### src/rtl/muller_c_pkg.sv
// Shared types and defaults for the Muller C-element receive path.
package muller_c_pkg;

    localparam int unsigned DefDataW      = 4;
    localparam int unsigned DefDepth      = 4;
    localparam int unsigned DefSyncStages = 2;

    typedef enum logic [1:0] {
        StIdle,
        StStall,
        StAckHi
    } rx_state_e;

    function automatic int unsigned clog2(input int unsigned value);
        int unsigned result;
        result = 0;
        while ((32'd1 << result) < value) begin
            result++;
        end
        return result;
    endfunction

endpackage

### src/rtl/muller_c_sync.sv
// Flop-chain synchroniser for an asynchronous level entering the clock domain.
module muller_c_sync #(
    parameter int unsigned SYNC_STAGES = 2
) (
    input  logic clk,
    input  logic rst_n,
    input  logic async_in,
    output logic sync_out
);

    logic [SYNC_STAGES-1:0] chain_q;

    // The first flop samples async_in directly; nothing may sit in front of it.
    always_ff @(posedge clk or negedge rst_n) begin
        if (!rst_n) begin
            chain_q <= '0;
        end else begin
            chain_q <= {chain_q[SYNC_STAGES-2:0], async_in};
        end
    end

    assign sync_out = chain_q[SYNC_STAGES-1];

endmodule

### src/rtl/muller_c_rx_fifo.sv
// 4-phase handshake receiver for the C-element loop, buffering captured words
// in a small FIFO drained through a valid/ready stream.
module muller_c_rx_fifo
    import muller_c_pkg::*;
#(
    parameter int unsigned DATA_W      = DefDataW,
    parameter int unsigned DEPTH       = DefDepth,
    parameter int unsigned SYNC_STAGES = DefSyncStages,
    parameter int unsigned CNT_W       = 16
) (
    input  logic                   clk,
    input  logic                   rst_n,
    input  logic                   c_in,
    input  logic [DATA_W-1:0]      data_in,
    output logic                   ack_out,
    output logic [DATA_W-1:0]      m_data,
    output logic                   m_valid,
    input  logic                   m_ready,
    output logic [clog2(DEPTH):0]  level,
    output logic [CNT_W-1:0]       xfer_cnt,
    output logic                   stall
);

    localparam int unsigned AW = clog2(DEPTH);
    localparam int unsigned PW = AW + 1;

    logic              c_sync;
    rx_state_e         state_q, state_d;
    logic              push, pop, full;
    logic [PW-1:0]     wr_ptr_q, rd_ptr_q;
    logic [CNT_W-1:0]  xfer_cnt_q;
    logic [DATA_W-1:0] mem_q [DEPTH];

    muller_c_sync #(
        .SYNC_STAGES(SYNC_STAGES)
    ) u_c_sync (
        .clk     (clk),
        .rst_n   (rst_n),
        .async_in(c_in),
        .sync_out(c_sync)
    );

    // Pointers carry one extra wrap bit, so their difference is the occupancy.
    assign level   = wr_ptr_q - rd_ptr_q;
    assign full    = (level == PW'(DEPTH));
    assign m_valid = (level != '0);
    assign pop     = m_valid && m_ready;
    assign m_data  = mem_q[rd_ptr_q[AW-1:0]];

    always_comb begin
        state_d = state_q;
        push    = 1'b0;
        case (state_q)
            StIdle: begin
                if (c_sync) begin
                    if (!full) begin
                        push    = 1'b1;
                        state_d = StAckHi;
                    end else begin
                        state_d = StStall;
                    end
                end
            end
            // A request dropped while stalled is still captured once space frees.
            StStall: begin
                if (!full) begin
                    push    = 1'b1;
                    state_d = StAckHi;
                end
            end
            StAckHi: begin
                if (!c_sync) begin
                    state_d = StIdle;
                end
            end
            default: state_d = StIdle;
        endcase
    end

    always_ff @(posedge clk or negedge rst_n) begin
        if (!rst_n) begin
            state_q <= StIdle;
        end else begin
            state_q <= state_d;
        end
    end

    always_ff @(posedge clk or negedge rst_n) begin
        if (!rst_n) begin
            wr_ptr_q   <= '0;
            rd_ptr_q   <= '0;
            xfer_cnt_q <= '0;
            for (int unsigned i = 0; i < DEPTH; i++) begin
                mem_q[i] <= '0;
            end
        end else begin
            if (push) begin
                mem_q[wr_ptr_q[AW-1:0]] <= data_in;
                wr_ptr_q                <= wr_ptr_q + PW'(1);
                xfer_cnt_q              <= xfer_cnt_q + CNT_W'(1);
            end
            if (pop) begin
                rd_ptr_q <= rd_ptr_q + PW'(1);
            end
        end
    end

    assign ack_out  = (state_q == StAckHi);
    assign stall    = (state_q == StStall);
    assign xfer_cnt = xfer_cnt_q;

endmodule

### config.mk
export PLATFORM = sky130hd
export DESIGN_NAME = muller_c_rx_fifo
export DESIGN_NICKNAME = d
export VERILOG_FILES = /design/src/rtl/muller_c_pkg.sv /design/src/rtl/muller_c_sync.sv /design/src/rtl/muller_c_rx_fifo.sv
export SDC_FILE = /design/constraint.sdc
export NUM_CORES = 1
export LEC_CHECK = 0
export BUFFER_PORTS_ARGS = -buffer_cell sky130_fd_sc_hd__buf_2
export CAP_MARGIN = 0
export CORE_UTILIZATION = 45
export DETAILED_ROUTE_END_ITERATION = 8
export PLACE_DENSITY = 0.66
export SLEW_MARGIN = 20
export SYNTH_ARGS = -nofsm -noshare
export SYNTH_HDL_FRONTEND = slang
export SYNTH_SLANG_ARGS = --single-unit
### constraint.sdc
create_clock -name clk -period 3.09 [get_ports clk]
set_clock_uncertainty 0.1 [all_clocks]
set_input_delay 0.309 -clock clk [delete_from_list [all_inputs] [get_ports clk]]
set_output_delay 0.309 -clock clk [all_outputs]
set_load 0.02 [all_outputs]
Word-level counts from Yosys, hierarchy flattened --
Cells that the tools add are included. Widths: inputs -> output; s select.
Operators by class: $add $sub $neg 4, $lt $le $gt $ge 3, eq/ne operators 6, mux-type cells 14, bitwise logic cells 2, reduce and logical (&&, ||, !) cells 5
Operators by type and width (number):
- $add 16x1->16 const B | 1
- $bwmux 16 | 1
- $mux 4 | 3
- $bmux 4 s2 | 1
- $demux 4 s2 | 1
- $mux 2 | 4
- $add 3x1->3 const B | 2
- $ge 3x3->1 const B | 2
- $not 2->3 | 2
- $pmux 2 s3 | 1
- $ne 2x2->1 const B | 2
- $eq 3x3->1 const B | 1
- $lt 3x1->1 const B | 1
- $reduce_and 3->1 | 1
- $reduce_bool 3->1 | 1
- $sub 3x3->3 | 1
- $eq 2x1->1 const B | 1
- $eq 2x2->1 const B | 1
- $logic_and 1x1->1 | 2
- $logic_not 2->1 | 1
- $mux 1 | 2
- $ne 2x1->1 const B | 1
- $pmux 1 s2 | 1
Word-level totals: bits in registers 42, output and inout bits 26, logic and storage cells 43

Longest topological paths before layout --
depth after elaboration 6, mapped depth 8

By module --
A second synthesis with hierarchy kept.
Second synthesis, totals: cells, all modules 148, area, all modules 1964.4 um2
Modules (own cells, without submodules):
- muller_c_rx_fifo | times used 1, cells an instance 146, area an instance 1914.3 um2, sequential area each 1001.0 um2
- muller_c_sync | times used 1, cells an instance 2, area an instance 50.0 um2, sequential area each 50.0 um2

Least setup slack after synthesis --
No wires, ideal clock.
path kind reg-to-reg, from register wr_ptr_q[0], to register rd_ptr_q[1], data arrival time 2192 ps, slack 674 ps, cell stages (with the launch flop) 8, path buffers 0, cells stage by stage dfrtp_1 inv_1 ha_1 fa_1 xor3_2 or2_2 nand2_1 mux2_2
On the way: longest elaborated chain between the ends 3
RTL lines:
- start: declaration | line muller_c_rx_fifo.sv:30 | logic [PW-1:0] wr_ptr_q, rd_ptr_q;
- start signal: assignment | line muller_c_rx_fifo.sv:99 | wr_ptr_q <= wr_ptr_q + PW'(1);
- $sub 3x3->3 | line muller_c_rx_fifo.sv:44 | assign level = wr_ptr_q - rd_ptr_q;
- named net level[2] | line muller_c_rx_fifo.sv:19 | output logic [clog2(DEPTH):0] level,
- $reduce_bool 3->1 | line muller_c_rx_fifo.sv:46 | assign m_valid = (level != '0);
- named net m_valid | line muller_c_rx_fifo.sv:17 | output logic m_valid,
- $logic_and 1x1->1 | line muller_c_rx_fifo.sv:47 | assign pop = m_valid && m_ready;
- end signal: assignment | line muller_c_rx_fifo.sv:103 | rd_ptr_q <= rd_ptr_q + PW'(1);
- end: declaration | line muller_c_rx_fifo.sv:30
The timed path passes the listed nets, and every way through them passes these cells. A chain may end at the register's enable or synchronous reset.

Final worst setup path --
from register rd_ptr_q[0], to output port m_valid
On the way: longest elaborated chain between the ends 2
RTL lines (line):
- $sub 3x3->3 | muller_c_rx_fifo.sv:44
- $reduce_bool 3->1 | muller_c_rx_fifo.sv:46
- end: declaration | muller_c_rx_fifo.sv:17
No other way between the ends.

==> results_dict.tcl <==
set metrics [dict create \
    crit_fanout 7 \
    holdWs_ns 0.0649 \
    ys_ff_latch 42 \
    fillers 357 \
    start_util_pct 48.2 \
    layout.cells.non_filler 239 \
    drc 0 \
    wirelength_mm 3.72 \
    gp_congestion 0.802 \
    hp-class "in2async" \
    finalSetupTns_ns 0 \
    p_int_w 0.00146 \
    ys_seq_area_share_pct 53.0 \
    crit_type "reg2out" \
    period_share_pct 86.9 \
    fin_util_pct 55.8 \
    max_freq_mhz 372 \
    die_x_um 68.4 \
    cts_sinks 42 \
    crit_chain "ha_1 -> fa_1 -> xor3_2 -> or2_2 -> buf_2" \
    p_comb_share_pct 48.8 \
    startpoint_type "flip-flop" \
    io_buffers 33 \
    cts_buffers 5 \
    antenna_cells 0 \
    post-route-min-period_ns 2.69 \
    syn_inst 149 \
    arrival_ns 2.28 \
    p_sw_w 0.00102 \
    vias_per_cell 5.26 \
    cp.buffers_inverters 1 \
    p_clk_share_pct 13.9 \
    grt_max_degree 43 \
    globalRouteOverflowTotal 0 \
    max-vdd-ir-drop_v 0.000552 \
    swShare_pct 41.2 \
    reg2reg_depth 6 \
    critPathTopFamily "adder cells" \
    syn_avg_cell_area_sq_um 13.3 \
    cp-end-kind "output pin" \
    coreArea_sq_mm 0.00412 \
    nets 205 \
    clockBufferDepth 2 \
    sequentialPowerShare_pct 37.4 \
    rrSetupSlack_ns 0.52 \
    ioPinCount 34 \
    cts_max_level 2 \
    slowest_stage "dfrtp_1" \
    path_clk_slew_ns 0.08 \
    fp.dieH_um 68.4 \
    clkLatencyLatePin_ns 0.29 \
    rsz0062_at_grt "false" \
    netlist.area_leader.share_pct 53.0 \
    cts_tree "done" \
    drt-pass1-iter-count 4 \
    layout-drive-gt1-share_pct 36.5 \
    worst_pin_slew_ns 0.944 \
    cts_root_buf "clkbuf_8" \
    slew_headroom_pct 37.0 \
    cpPeakStageDelay_ns 0.51 \
    first_global_vias 1277 \
    timing.rr.end "mem_q[3]$_DFFE_PN0P_" \
    syn2layout_area_growth_pct 15.7 \
    postCtsSetupBuffers 0 \
    p_leak_nw 1.11 \
    vias 1256 \
    grt_first_pass_wirelength_mm 6.17 \
    cp.required_ns 2.68 \
    hold_viol 0 \
    grtUsageTotal_pct 18.6 \
    rows 23 \
    netlist_area_sq_mm 0.00198 \
    wl_per_cell_um 15.6 \
    synth_area_leaders "dfrtp_1 (53%), mux2_2 (9.6%), xnor2_1 (5.7%)" \
    yosys_warnings 0 \
    yosysUniqueCellTypes 27 \
    maxCapViolations 0 \
    status "completed" \
    dieArea_sq_mm 0.00468 \
    yosys.area.top_type "dfrtp_1" \
    antenna_found_initial 0 \
    setup_viol 0 \
    reg2reg_from "rd_ptr_q[0]$_DFFE_PN0P_" \
    dp.cells 230 \
    slew_viol_final 0 \
    ant_nets 0 \
    post-dp-hpwl_mm 2.66 \
    first_iter_violations 39 \
    syn_nets 166 \
    powerDensity_mw_per_mm2 1080 \
]
[layer usage]
layer | share of wire (%) | global-route usage, %
met2 | 51 | 31.4
met4 | 1.2 | 6.25
met1 | 45 | 22.6
met5 | 0 | 0
met3 | 3.3 | 5.17
[how the worst max path moves through the flow]
stage / startpoint / end / depth (start not counted)
floorplan: wr_ptr_q[0]$_DFFE_PN0P_ / rd_ptr_q[1]$_DFFE_PN0P_ / 7
global placement: rd_ptr_q[0]$_DFFE_PN0P_ / mem_q[1]$_DFFE_PN0P_ / 6
detailed placement: rd_ptr_q[0]$_DFFE_PN0P_ / xfer_cnt[14]$_DFFE_PN0P_ / 6
CTS: rd_ptr_q[0]$_DFFE_PN0P_ / m_valid / 5
global route: rd_ptr_q[0]$_DFFE_PN0P_ / m_valid / 5
finish: rd_ptr_q[0]$_DFFE_PN0P_ / m_valid / 5
[cells by family after synthesis]
| logic type | synth area share, % |
|---|---|
| buffers and inverters | 2.33 |
| adder cells (fa/ha/maj) | 6.05 |
| XOR/XNOR | 9.65 |
| AO/OA/AOI/OAI | 2.14 |
| AND/OR/NAND/NOR | 12.7 |
| flip-flops | 53.0 |
| multiplexers | 14.2 |
[flip-flops by register name (all words and copies together), names as in the netlist]
| register | cells |
|---|---|
| mem_q | 16 |
| rd_ptr_q | 3 |
| state_q | 2 |
| u_c_sync.chain_q | 2 |
| wr_ptr_q | 3 |
| xfer_cnt | 16 |
[metrics by stage]
stage          total power [W]  instance area [sq um]  setup WS (ns)
5_1_grt                0.00267                   2300          0.282
6_report               0.00248                   2300          0.404
2_1_floorplan          0.00183                   1980          0.674
3_5_place_dp           0.00216                   2200          0.515
4_1_cts                0.00252                   2290          0.353
3_3_place_gp           0.00210                   2200          0.588
[worst register-to-register path: stages, from the launching register on]
cell     delay, ns
dfrtp_1       0.51
ha_1          0.26
fa_1          0.40
xor3_2        0.30
a31oi_4       0.31
nand2_1       0.25
mux2_2        0.33
[cells in the mapped netlist]
| cell | count |
|---|---|
| nor2_1 | 3 |
| o21bai_1 | 1 |
| mux4_2 | 4 |
| and4_1 | 1 |
| nor2b_1 | 2 |
| nand4_1 | 6 |
| buf_6 | 1 |
| fa_1 | 1 |
| or2_2 | 2 |
| o21ai_0 | 1 |
| a31o_1 | 1 |
| dfrtp_1 | 42 |
| xor2_1 | 6 |
| xnor2_1 | 13 |
| xor3_2 | 1 |
| mux2_2 | 17 |
| nand2_1 | 15 |
| nand3_1 | 7 |
| ha_1 | 8 |
| clkbuf_1 | 1 |
| inv_1 | 7 |
| a31oi_4 | 1 |
| nor3_1 | 3 |
| nor4_2 | 1 |
| nor3b_1 | 1 |
| nor4_4 | 2 |
| buf_2 | 1 |
[cell type report]
class                   instances  area, sq um  share of cell area (%)
clock buffers                   6         72.6                    3.16
clock inverters                 2         13.8                   0.599
inverters                       7         26.3                    1.14
multi-input cells              97          887                    38.6
flip-flops and latches         42         1050                    45.8
well taps                      50         62.6                    2.72
repair buffers                 35          183                    7.96
[power by group through the flow]
stage          clock network [W]  registers [W]  logic (W)
5_1_grt                 0.000379       0.000962    0.00133
6_report                0.000345       0.000926    0.00121
4_1_cts                 0.000359       0.000930    0.00123
2_1_floorplan                  0       0.000918   0.000907
3_3_place_gp                   0       0.000923    0.00118
3_5_place_dp                   0       0.000940    0.00122
[cell usage in the layout (no fill, tap or decap), drive strengths merged]
cell type	instances
xor3	1
a31oi	1
nand4	6
nand2	15
mux2	17
fa	1
nor2	3
xor2	6
xnor2	13
nor2b	2
o21bai	1
a31o	1
clkbuf	6
nor3b	1
nor3	3
or2	2
nor4	3
o21ai	1
and4	1
mux4	4
dlygate4sd3	1
dfrtp	42
inv	7
clkinv	2
nand3	7
buf	34
ha	8
[what timing repair did]
action                                 4_1_cts  5_1_grt
endpoints found under the hold margin        0        1
hold buffers                                 0        1
gates resized for setup                      0        0
Note: power is estimated with default switching activity, not from simulation.
